===== config.mk =====
export PLATFORM = sky130hd
export DESIGN_NAME = axi_wr_ctrl
export DESIGN_NICKNAME = d
export VERILOG_FILES = /design/src/rtl/axi_wr_ctrl.sv
export SDC_FILE = /design/constraint.sdc
export NUM_CORES = 1
export LEC_CHECK = 0
export ABC_AREA = 1
export CORE_AREA = 8 8 234 236
export CTS_BUF_LIST = sky130_fd_sc_hd__clkbuf_4 sky130_fd_sc_hd__clkbuf_8
export CTS_CLUSTER_DIAMETER = 200
export CTS_CLUSTER_SIZE = 28
export DETAILED_ROUTE_END_ITERATION = 7
export DIE_AREA = 0 0 242 244
export PLACE_DENSITY = 0.43
export SETUP_SLACK_MARGIN = 0.4
export SYNTH_ARGS = -nofsm -noshare
export SYNTH_HDL_FRONTEND = slang
export SYNTH_SLANG_ARGS = --single-unit

===== constraint.sdc =====
create_clock -name clk_100M -period 1.8 [get_ports clk_100M]
set_input_delay 0.36 -clock clk_100M [delete_from_list [all_inputs] [get_ports clk_100M]]
set_output_delay 0.36 -clock clk_100M [all_outputs]
set_load 0.05 [all_outputs]

===== src/rtl/axi_wr_ctrl.sv =====
// AXI write-burst controller: turns a rising edge on wr_req into one AW handshake
// followed by awlen+1 W beats taken from a show-ahead user FIFO.
module axi_wr_ctrl #(
  localparam int CTRL_ADDR_WIDTH = 28,
  localparam int MEM_DQ_WIDTH    = 32,
  localparam int DATA_WIDTH      = MEM_DQ_WIDTH * 8
) (
  input  logic                       clk_100M,
  input  logic                       rstn,
  input  logic                       init_done,
  input  logic                       wr_req,
  input  logic [CTRL_ADDR_WIDTH-1:0] wr_addr,
  input  logic [3:0]                 awlen,
  input  logic [DATA_WIDTH-1:0]      wr_data,
  output logic                       wr_data_req,
  output logic                       wr_busy,
  output logic                       wr_done,
  output logic [CTRL_ADDR_WIDTH-1:0] axi_awaddr,
  output logic [3:0]                 axi_awlen,
  output logic                       axi_awvalid,
  input  logic                       axi_awready,
  output logic [DATA_WIDTH-1:0]      axi_wdata,
  output logic [DATA_WIDTH/8-1:0]    axi_wstrb,
  output logic                       axi_wvalid,
  output logic                       axi_wlast,
  input  logic                       axi_wready
);

  typedef enum logic [3:0] {
    S_IDLE  = 4'b0001,
    S_SHAKE = 4'b0010,
    S_WRITE = 4'b0100,
    S_DONE  = 4'b1000
  } state_t;

  state_t                     state_q, state_d;
  logic                       wr_req_d_q;
  logic                       arm_q;
  logic [CTRL_ADDR_WIDTH-1:0] awaddr_q, awaddr_d;
  logic [3:0]                 awlen_q, awlen_d;
  logic                       awvalid_q, awvalid_d;
  logic                       wvalid_q, wvalid_d;
  logic                       busy_q, busy_d;
  logic                       done_q, done_d;
  logic [3:0]                 cnt_q, cnt_d;
  logic                       rise;
  logic                       beat_ok;
  logic                       last_beat;

  // arm_q blocks a level that was already high when reset released from looking like a rise
  assign rise      = wr_req & ~wr_req_d_q & arm_q;
  assign beat_ok   = wvalid_q & axi_wready;
  assign last_beat = wvalid_q & (cnt_q == awlen_q);

  always_comb begin
    state_d   = state_q;
    awaddr_d  = awaddr_q;
    awlen_d   = awlen_q;
    awvalid_d = awvalid_q;
    wvalid_d  = wvalid_q;
    busy_d    = busy_q;
    done_d    = 1'b0;
    cnt_d     = cnt_q;
    case (state_q)
      S_IDLE: begin
        if (rise && init_done) begin
          state_d   = S_SHAKE;
          awaddr_d  = wr_addr;
          awlen_d   = awlen;
          awvalid_d = 1'b1;
          busy_d    = 1'b1;
        end
      end
      S_SHAKE: begin
        if (awvalid_q && axi_awready) begin
          state_d   = S_WRITE;
          awvalid_d = 1'b0;
          wvalid_d  = 1'b1;
          cnt_d     = 4'd0;
        end
      end
      S_WRITE: begin
        // the counter stops on the last beat so awlen=15 never wraps it
        if (beat_ok) begin
          if (last_beat) begin
            state_d  = S_DONE;
            wvalid_d = 1'b0;
            done_d   = 1'b1;
          end else begin
            cnt_d = cnt_q + 4'd1;
          end
        end
      end
      S_DONE: begin
        state_d = S_IDLE;
        busy_d  = 1'b0;
      end
      default: begin
        state_d   = S_IDLE;
        awvalid_d = 1'b0;
        wvalid_d  = 1'b0;
        busy_d    = 1'b0;
        cnt_d     = 4'd0;
      end
    endcase
  end

  always_ff @(posedge clk_100M or negedge rstn) begin
    if (!rstn) begin
      state_q    <= S_IDLE;
      wr_req_d_q <= 1'b0;
      arm_q      <= 1'b0;
      awaddr_q   <= '0;
      awlen_q    <= '0;
      awvalid_q  <= 1'b0;
      wvalid_q   <= 1'b0;
      busy_q     <= 1'b0;
      done_q     <= 1'b0;
      cnt_q      <= '0;
    end else begin
      state_q    <= state_d;
      wr_req_d_q <= wr_req;
      arm_q      <= arm_q | ~wr_req;
      awaddr_q   <= awaddr_d;
      awlen_q    <= awlen_d;
      awvalid_q  <= awvalid_d;
      wvalid_q   <= wvalid_d;
      busy_q     <= busy_d;
      done_q     <= done_d;
      cnt_q      <= cnt_d;
    end
  end

  assign axi_awaddr  = awaddr_q;
  assign axi_awlen   = awlen_q;
  assign axi_awvalid = awvalid_q;
  assign axi_wvalid  = wvalid_q;
  assign axi_wlast   = last_beat;
  assign axi_wdata   = wr_data;
  assign axi_wstrb   = '1;
  assign wr_data_req = beat_ok;
  assign wr_busy     = busy_q;
  assign wr_done     = done_q;

endmodule


==> impl_metrics.yaml, run 1 <==
timing:
  worst_slew_pin_slew_ns: 0.520
  timing.final.crit_share: 0.968
  fmax_mhz: 574
  rsz0062_at_grt: "yes"
  slew_headroom: 0.653
  slew_violations: 0
  fin_crit_ns: 1.74
  setup-violations-final: 0
  finalWorstSetupSlack_ns: 0.0581
  hold_viol: 0
  clock_skew_ns: 0.0113
clock_network:
  path_clk_slew_ns: 0.09
  clock_path_buffers: 2
  clock_latency_ns: 0.32
  cts_sinks: 46
  cts.htree.levels: 2
  cts_buffers: 5
  cts_root_buf: "clkbuf_8"
  cts_hold_buf: 0
  cts_tree: "yes"
global_route:
  track_usage: 0.0623
  grt_pass1_wl_um: 24600
  grt-ovfl-total: 0
  grt_pass1_vias: 2456
  grt_max_degree: 28
  antenna_found_initial: 0
routing:
  ant_nets: 0
  drc: 0
  vias: 2172
  drt-wirelength-per-cell_um: 20.3
  vias_per_cell: 2.19
  finalWirelength_um: 20200
  drt_iter0_drc: 35
  drtPass1Iterations: 4
die:
  start_util: 0.0824
  fp-row-count: 83
  core_um2: 50900
  pin_count: 620
  die_x_um: 242
  die_area_um2: 59000
  die_h_um: 244
run:
  cap_violations: 0
synthesis:
  syn-cell-area_um2: 4190
  ys.warnings.count: 0
  synth.area.top_cells: "buf_4, dfrtp_1, mux2_4, nand2_1, mux2_2"
  synthSimpleGateAreaFrac: 0.0693
  synth_xor_area_frac: 0.00627
  synth_top_family_by_area: "buffers and inverters"
  synthMuxAreaShare: 0.101
  synth_compound_area_frac: 0.00537
  synthDistinctLibCells: 23
  synth_top_area_share: 0.516
  ys_seq_area_frac: 0.275
  syn_avg_cell_area_um2: 9.17
  synth_cells: 457
  synth-adder-area-share: 0.00299
  synth-seq-cells: 46
  synth_top_cell_by_area: "buf_4"
final_layout:
  nNetsFinal: 608
  syn_to_final_growth_pct: 4.27
  diodes: 0
  design_area_um2: 4370
  final_layout_size_suffix_gt1_frac: 0.516
run_status:
  status: "completed"
critical_path:
  crit_type: "flop to output pin"
  start_kind: "flop"
  r2r-start: "state_q[0]"
  r2r-end: "axi_awlen[2]"
  r2r_setup_slack_ns: 0.23
  crit_fanout: 4
  crit_required_ns: 1.44
  cp-end-kind: "output pin"
  reg2reg_depth: 7
  critPathArrivalTime_ns: 1.38
placed_design:
  place_ws_ns: -0.0773
  dpl_cell_area_um2: 3750
  post-dp-hpwl_um: 16800
  numPortBuffers: 75
  place_congestion: 0.643
power_and_ir_drop:
  p_leak_nw: 1.85
  ir_worst_vdd_uv: 1120
  p_per_area_nw_per_um2: 1420
min_path:
  worstHoldPathType: "input pin to asynchronous set/reset pin"
flip-flops by register name (all words and copies together), names as in the netlist:
signal / count
wr_busy: 1
axi_awvalid: 1
state_q: 4
axi_wvalid: 1
wr_req_d_q: 1
cnt_q: 4
arm_q: 1
wr_done: 1
axi_awaddr: 28
axi_awlen: 4
synth_stat cells:
cell type	number
inv_2	1
buf_4	288
nand4_1	7
xnor2_1	1
nand3_1	7
nor2_2	1
nor3_4	1
nor3_1	1
inv_1	16
dfstp_2	1
mux2_2	7
nand2_1	34
a21oi_1	2
dfrtp_1	45
nand2_4	1
o21ai_0	1
o211ai_1	1
conb_1	1
nor2_1	12
buf_6	3
ha_1	1
mux2_4	23
xor2_1	2
how the worst max path moves through the flow:
stage                  from              to  slack [ns]  cells past startpoint
2_1_floorplan  axi_awlen[3]       axi_wlast        0.29                      5
3_3_place_gp         wr_req  axi_awaddr[21]       -0.06                      6
3_5_place_dp         wr_req   axi_awaddr[2]       -0.08                      6
4_1_cts            cnt_q[0]       axi_wlast        0.01                      7
5_1_grt            cnt_q[0]       axi_wlast       -0.03                      7
6_report           cnt_q[0]       axi_wlast        0.06                      7
power by group:
part | switching, mW | internal [mW] | total (mW)
registers | 0.335 | 1.46 | 1.79
clock network | 0.387 | 0.306 | 0.693
logic | 2.29 | 1.44 | 3.74
cell usage in the layout (no fill, tap or decap), types with 3 or more instances in the layout:
cell type	instances
buf_8	3
dfrtp_2	6
nand2_2	13
buf_12	4
nor2_4	6
inv_2	5
nand4_1	7
buf_4	53
buf_6	8
dfrtp_1	39
mux2_4	30
inv_1	9
nor2_2	5
clkbuf_8	5
nand2_1	19
clkinvlp_4	3
clkdlybuf4s50_1	34
nand3_2	3
conb_1	32
buf_16	3
critical path: stages, from the launching register on:
cell        delay, ns
dfrtp_1          0.42
inv_1            0.08
nand2_1          0.07
nand2_2          0.06
nor2_4           0.11
nand3_4          0.09
clkinvlp_4       0.09
buf_12           0.13
metal layers:
metal  wire length [µm]  global-route usage  vias to the layer above
met5                  0                   0                        -
li1                   -                   -                      803
met2               9640               0.103                      361
met3               5530              0.0807                       94
met1               3850              0.0341                      914
met4               1150              0.0365                        0
repair_timing:
| item | 4_1_cts | 5_1_grt |
|---|---|---|
| gates resized for setup | 23 | 48 |
| setup endpoints to repair | 42 | 48 |
| cloned | 2 | 1 |
| buffers inserted | 15 | 8 |
| pin swaps | 5 | 11 |
cell type report:
cell class,instances,area [µm²]
Clock inverter,1,7.51
Fill cell,5913,46500
Clock buffer,7,83.8
Multi-Input combinational cell,134,1110
Timing Repair Buffer,109,1090
Tap cell,680,851
Inverter,17,73.8
Sequential cell,46,1160
metrics by stage:
stage	util	TNS (ns)	instances	hold WS (ns)	total power, mW
after floorplan	-	0	488	0.0644	5.57
after global placement	0.0738	-1.47	960	0.371	5.04
after detailed placement	0.0738	-2.00	960	0.366	5.05
after CTS	0.0804	0	985	0.00797	6.00
after global routing	0.0859	-0.0311	994	0.0264	6.55
final	0.0859	0	994	0.00890	6.22
cell families (layout without fill, tap and decap cells):
| logic type | count (synthesis) | count (layout) |
|---|---|---|
| other | 1 | 32 |
| and+or+nand+nor | 64 | 64 |
| buffers and inverters | 308 | 134 |
| DFF | 46 | 46 |
| AOI/OAI and AO/OA | 4 | 4 |
| adders and majority gates | 1 | 1 |
| muxes | 30 | 30 |
| xor gates and xnor gates | 3 | 3 |
Power figures use the tool's default switching activity.
==> run 2, diff against run 1 <==
--- a/config.mk
+++ b/config.mk
@@ -12,7 +12,7 @@
 export CTS_CLUSTER_SIZE = 28
 export DETAILED_ROUTE_END_ITERATION = 7
 export DIE_AREA = 0 0 242 244
-export PLACE_DENSITY = 0.43
+export PLACE_DENSITY_LB_ADDON = 0.15
 export SETUP_SLACK_MARGIN = 0.4
 export SYNTH_ARGS = -nofsm -noshare
 export SYNTH_HDL_FRONTEND = slang
==> impl_metrics.yaml, run 2 (synthesis gave the netlist of run 1 again) <==
run_status:
  status: "completed"
final_layout:
  design_area_um2: 4440
  largest_register_ffs: 28
  diodes: 0
  final_common_cell: "buf_4"
  final_layout_size_suffix_gt1_frac: 0.535
  nNetsFinal: 612
  syn_to_final_growth_pct: 5.88
  mostFrequentLayoutCells: "buf_4, dfrtp_1, clkdlybuf4s50_1"
  final_cells: 998
  fin_util: 0.0872
global_route:
  grt_max_degree: 47
  grt_pass1_vias: 2535
  grt-ovfl-total: 0
  antenna_found_initial: 0
  track_usage: 0.0610
  grt_pass1_wl_um: 24400
critical_path:
  cp-end-kind: "output pin"
  critPathArrivalTime_ns: 1.37
  start_kind: "flop"
  crit_required_ns: 1.44
  crit_type: "flop to output pin"
  crit_fanout: 3
power_and_ir_drop:
  p_leak_nw: 1.88
  ir_worst_vdd_uv: 736
  p_per_area_nw_per_um2: 1460
die:
  fp-row-count: 83
  start_util: 0.0824
  die_x_um: 242
  core_um2: 50900
  die_area_um2: 59000
  die_h_um: 244
  pin_count: 620
routing:
  vias_per_cell: 2.15
  ant_nets: 0
  drtPass1Iterations: 4
  drc: 0
  vias: 2148
  drt-wirelength-per-cell_um: 19.2
  drt_iter0_drc: 41
  finalWirelength_um: 19200
placed_design:
  dpl_cell_area_um2: 3780
  post-place-cells: 963
  post-dp-hpwl_um: 16100
  numPortBuffers: 75
  place_congestion: 0.664
  place_ws_ns: -0.0814
clock_network:
  cts_buffers: 5
  clock_path_buffers: 2
  cts.htree.levels: 2
  cts_root_buf: "clkbuf_8"
  cts_tree: "yes"
  cts_hold_buf: 0
  cts_sinks: 46
  path_clk_slew_ns: 0.09
  clock_latency_ns: 0.31
timing:
  holdWs_ns: 0.00933
  slew_violations: 0
  hold_viol: 0
  fmax_mhz: 577
  fin_crit_ns: 1.73
  clock_skew_ns: 0.00436
  setup-violations-final: 0
  timing.final.crit_share: 0.962
  finalWorstSetupSlack_ns: 0.0683
  rsz0062_at_grt: "yes"
min_path:
  worstHoldPathType: "input pin to asynchronous set/reset pin"
run:
  cap_violations: 0
[run 2: worst paths after layout]
check | endpoint | slack [ns] | cells after the start | startpoint
max in group asynchronous | state_q[0] | 1.48 | 2 | rstn
setup / recovery | axi_wlast | 0.07 | 6 | axi_awlen[1]
hold reg to reg | arm_q | 0.49 | 2 | arm_q
hold / removal | axi_awaddr[14] | 0.009 | 2 | rstn
min in group clk_100M | wr_req_d_q | 0.41 | 2 | wr_req
setup reg to reg | axi_awaddr[11] | 0.14 | 8 | state_q[0]
[run 2: timing repair]
item	in CTS	in global routing
setup buffers	19	5
gates cloned	3	0
gates resized for setup	56	27
pin swaps	19	19
setup endpoints to repair	41	49
[run 2: worst max-delay path: stages, from the launching register on]
cell,delay [ns]
dfrtp_2,0.44
nand2_2,0.07
nand2_2,0.07
nor2_4,0.13
nand3_4,0.11
clkinvlp_4,0.10
buf_12,0.13
[run 2: cell type report]
type / count / area (µm²)
multi-input cells: 134 / 1090
repair buffers: 113 / 1150
well taps: 680 / 851
clock inverters: 1 / 30.0
clock buffers: 7 / 83.8
flip-flops and latches: 46 / 1160
fillers: 5929 / 46400
inverters: 17 / 73.8
[run 2: through the flow]
stage               total power, mW  setup TNS (ns)
CTS                            6.43        -0.00743
global placement               5.07           -1.57
finish                         6.48               0
detailed placement             5.06           -1.71
floorplan                      5.57               0
global route                   6.82         -0.0287
[run 2: routing by layer]
layer / wire length [µm] / vias to the layer above / part of all wire / track usage
li1: - / 816 / - / -
met1: 3740 / 917 / 0.19 / 0.0342
met2: 8860 / 321 / 0.46 / 0.0960
met3: 5460 / 92 / 0.28 / 0.0822
met4: 1050 / 2 / 0.055 / 0.0358
met5: 70 / - / 0.0036 / 0.00897
[run 2: power by group]
part	leakage, nW	switching, mW	internal [mW]
Sequential	0.554	0.309	1.46
Combinational	1.27	2.31	1.55
Clock	0.0593	0.402	0.447
==> run 3, diff against run 2 <==
--- a/config.mk
+++ b/config.mk
@@ -6,14 +6,15 @@
 export NUM_CORES = 1
 export LEC_CHECK = 0
 export ABC_AREA = 1
-export CORE_AREA = 8 8 234 236
+export CORE_AREA = 2 2 242 244
 export CTS_BUF_LIST = sky130_fd_sc_hd__clkbuf_4 sky130_fd_sc_hd__clkbuf_8
 export CTS_CLUSTER_DIAMETER = 200
 export CTS_CLUSTER_SIZE = 28
 export DETAILED_ROUTE_END_ITERATION = 7
-export DIE_AREA = 0 0 242 244
+export DIE_AREA = 0 0 244 246
 export PLACE_DENSITY_LB_ADDON = 0.15
 export SETUP_SLACK_MARGIN = 0.4
 export SYNTH_ARGS = -nofsm -noshare
 export SYNTH_HDL_FRONTEND = slang
 export SYNTH_SLANG_ARGS = --single-unit
+export TNS_END_PERCENT = 10
==> impl_metrics.yaml, run 3 (synthesis gave the netlist of run 1 again) <==
placed_design:
  numPortBuffers: 75
  place_congestion: 0.605
  dpl_cell_area_um2: 3870
  place_ws_ns: -0.0762
  post-dp-hpwl_um: 15400
die:
  die_area_um2: 60000
  die_x_um: 244
  die_h_um: 246
  pin_count: 620
  start_util: 0.0731
  fp-row-count: 88
  core_um2: 57400
global_route:
  grt_pass1_vias: 2259
  antenna_found_initial: 0
  grt-ovfl-total: 0
  grt_pass1_wl_um: 22900
  track_usage: 0.0582
  grt_max_degree: 22
critical_path:
  crit_type: "flop to output pin"
  cp-end-kind: "output pin"
  critPathArrivalTime_ns: 1.39
  crit_chain: "inv_2, nand2_2, nand2_2, nor2_4, nand3_4, clkinvlp_4, buf_12"
  r2r-start: "state_q[0]"
  crit_required_ns: 1.44
  crit_fanout: 4
  slowest_stage: "dfrtp_2"
  r2r_setup_slack_ns: 0.24
  start_kind: "flop"
  crit_top_cell: "nand2_2"
  r2r-end: "axi_awaddr[25]"
  slowest_delay_ns: 0.43
  reg2reg_depth: 7
timing:
  fmax_mhz: 572
  hold_viol: 0
  worst_slew_pin_slew_ns: 0.532
  slew_violations: 0
  fin_crit_ns: 1.75
  finalWorstSetupSlack_ns: 0.0509
  slew_headroom: 0.646
  holdWs_ns: 0.399
  fin_tns_setup_ns: 0
  clock_skew_ns: 0.0113
  setup-violations-final: 0
  timing.final.crit_share: 0.972
  rsz0062_at_grt: "yes"
min_path:
  min_from: "wr_req"
  min_path_cells: 2
  min_to: "wr_req_d_q"
  worstHoldPathType: "input pin to flop"
clock_network:
  clock_path_buffers: 2
  cts_sinks: 46
  cts_buffers: 5
  cts_root_buf: "clkbuf_8"
  path_clk_slew_ns: 0.11
  cts_tree: "yes"
  cts.htree.levels: 2
  clock_latency_ns: 0.34
routing:
  finalWirelength_um: 18600
  vias_per_cell: 2.00
  drc: 0
  vias: 2146
  ant_nets: 0
  drt_iter0_drc: 69
  drt-wirelength-per-cell_um: 17.3
  drtPass1Iterations: 4
run_status:
  status: "completed"
final_layout:
  syn_to_final_growth_pct: 6.60
  largest_register_ffs: 28
  final_common_cell: "buf_4"
  mostFrequentLayoutCells: "buf_4, dfrtp_1, clkdlybuf4s50_1"
  multiInputGateArea_um2: 1070
  regArea_um2: 1160
  fill_cells: 6709
  nNetsFinal: 604
  final_layout_size_suffix_gt1_frac: 0.510
  design_area_um2: 4470
  diodes: 0
power_and_ir_drop:
  p_leak_nw: 1.84
  ir_worst_vdd_uv: 598
  p_per_area_nw_per_um2: 1470
run:
  cap_violations: 0
[run 3: cell types whose count changed in the layout (fill, tap and decap cells not counted), sizes merged]
cell           before  now
clkdlybuf4s50      34   33
buf                77   67
dlygate4sd3         0    1
bufinv              1    2
dlygate4sd2         2    3
[run 3: through the flow]
stage,std cells,total power [mW],utilization
global placement,1047,5.08,0.0675
floorplan,488,5.56,-
CTS,1067,6.57,0.0751
finish,1075,6.55,0.0779
global route,1075,6.92,0.0779
detailed placement,1047,5.06,0.0675
[run 3: cell type report]
class | instances | area share
clock inverters | 2 | 0.0134
repair buffers | 105 | 0.236
clock buffers | 6 | 0.0185
well taps | 765 | 0.214
inverters | 17 | 0.0165
multi-input cells | 134 | 0.241
flip-flops and latches | 46 | 0.260
[run 3: worst max-delay path, delay by kind of cell, from the launching register on]
kind / cells / cell delay (ns)
simple gates: 4 / 0.32
flops: 1 / 0.43
buf+inv: 3 / 0.28
[run 3: per-layer routing]
| metal | track usage | up-vias | share of wire |
|---|---|---|---|
| met3 | 0.0696 | 106 | 0.26 |
| met2 | 0.0843 | 320 | 0.44 |
| met5 | 0.00899 | - | 0.0042 |
| met1 | 0.0412 | 919 | 0.24 |
| li1 | - | 799 | - |
| met4 | 0.0407 | 2 | 0.065 |
[run 3: timing repair]
item | in CTS | in global routing
pin swaps | 9 | 19
gates cloned | 2 | 1
gates resized for setup | 48 | 27
hold endpoints to repair | 15 | 0
setup endpoints to repair | 41 | 46
hold buffers | 1 | 0
setup buffers | 9 | 7
[run 3: how the worst max path moves through the flow]
stage                             from        endpoint  slack, ns  depth (start not counted)
after floorplan           axi_awlen[3]       axi_wlast       0.29                          5
after global placement          wr_req   axi_awaddr[1]      -0.08                          6
after detailed placement        wr_req  axi_awaddr[24]      -0.08                          6
after CTS                     cnt_q[0]       axi_wlast      -0.04                          7
after global routing          cnt_q[0]       axi_wlast      -0.09                          7
final                         cnt_q[0]       axi_wlast       0.05                          7
[run 3: report_power, final]
group          switching (mW)  internal [mW]  leakage (nW)
Combinational            2.29           1.45          1.22
Clock                   0.464          0.594        0.0714
Sequential              0.302           1.46         0.551
Total                    3.05           3.50          1.84
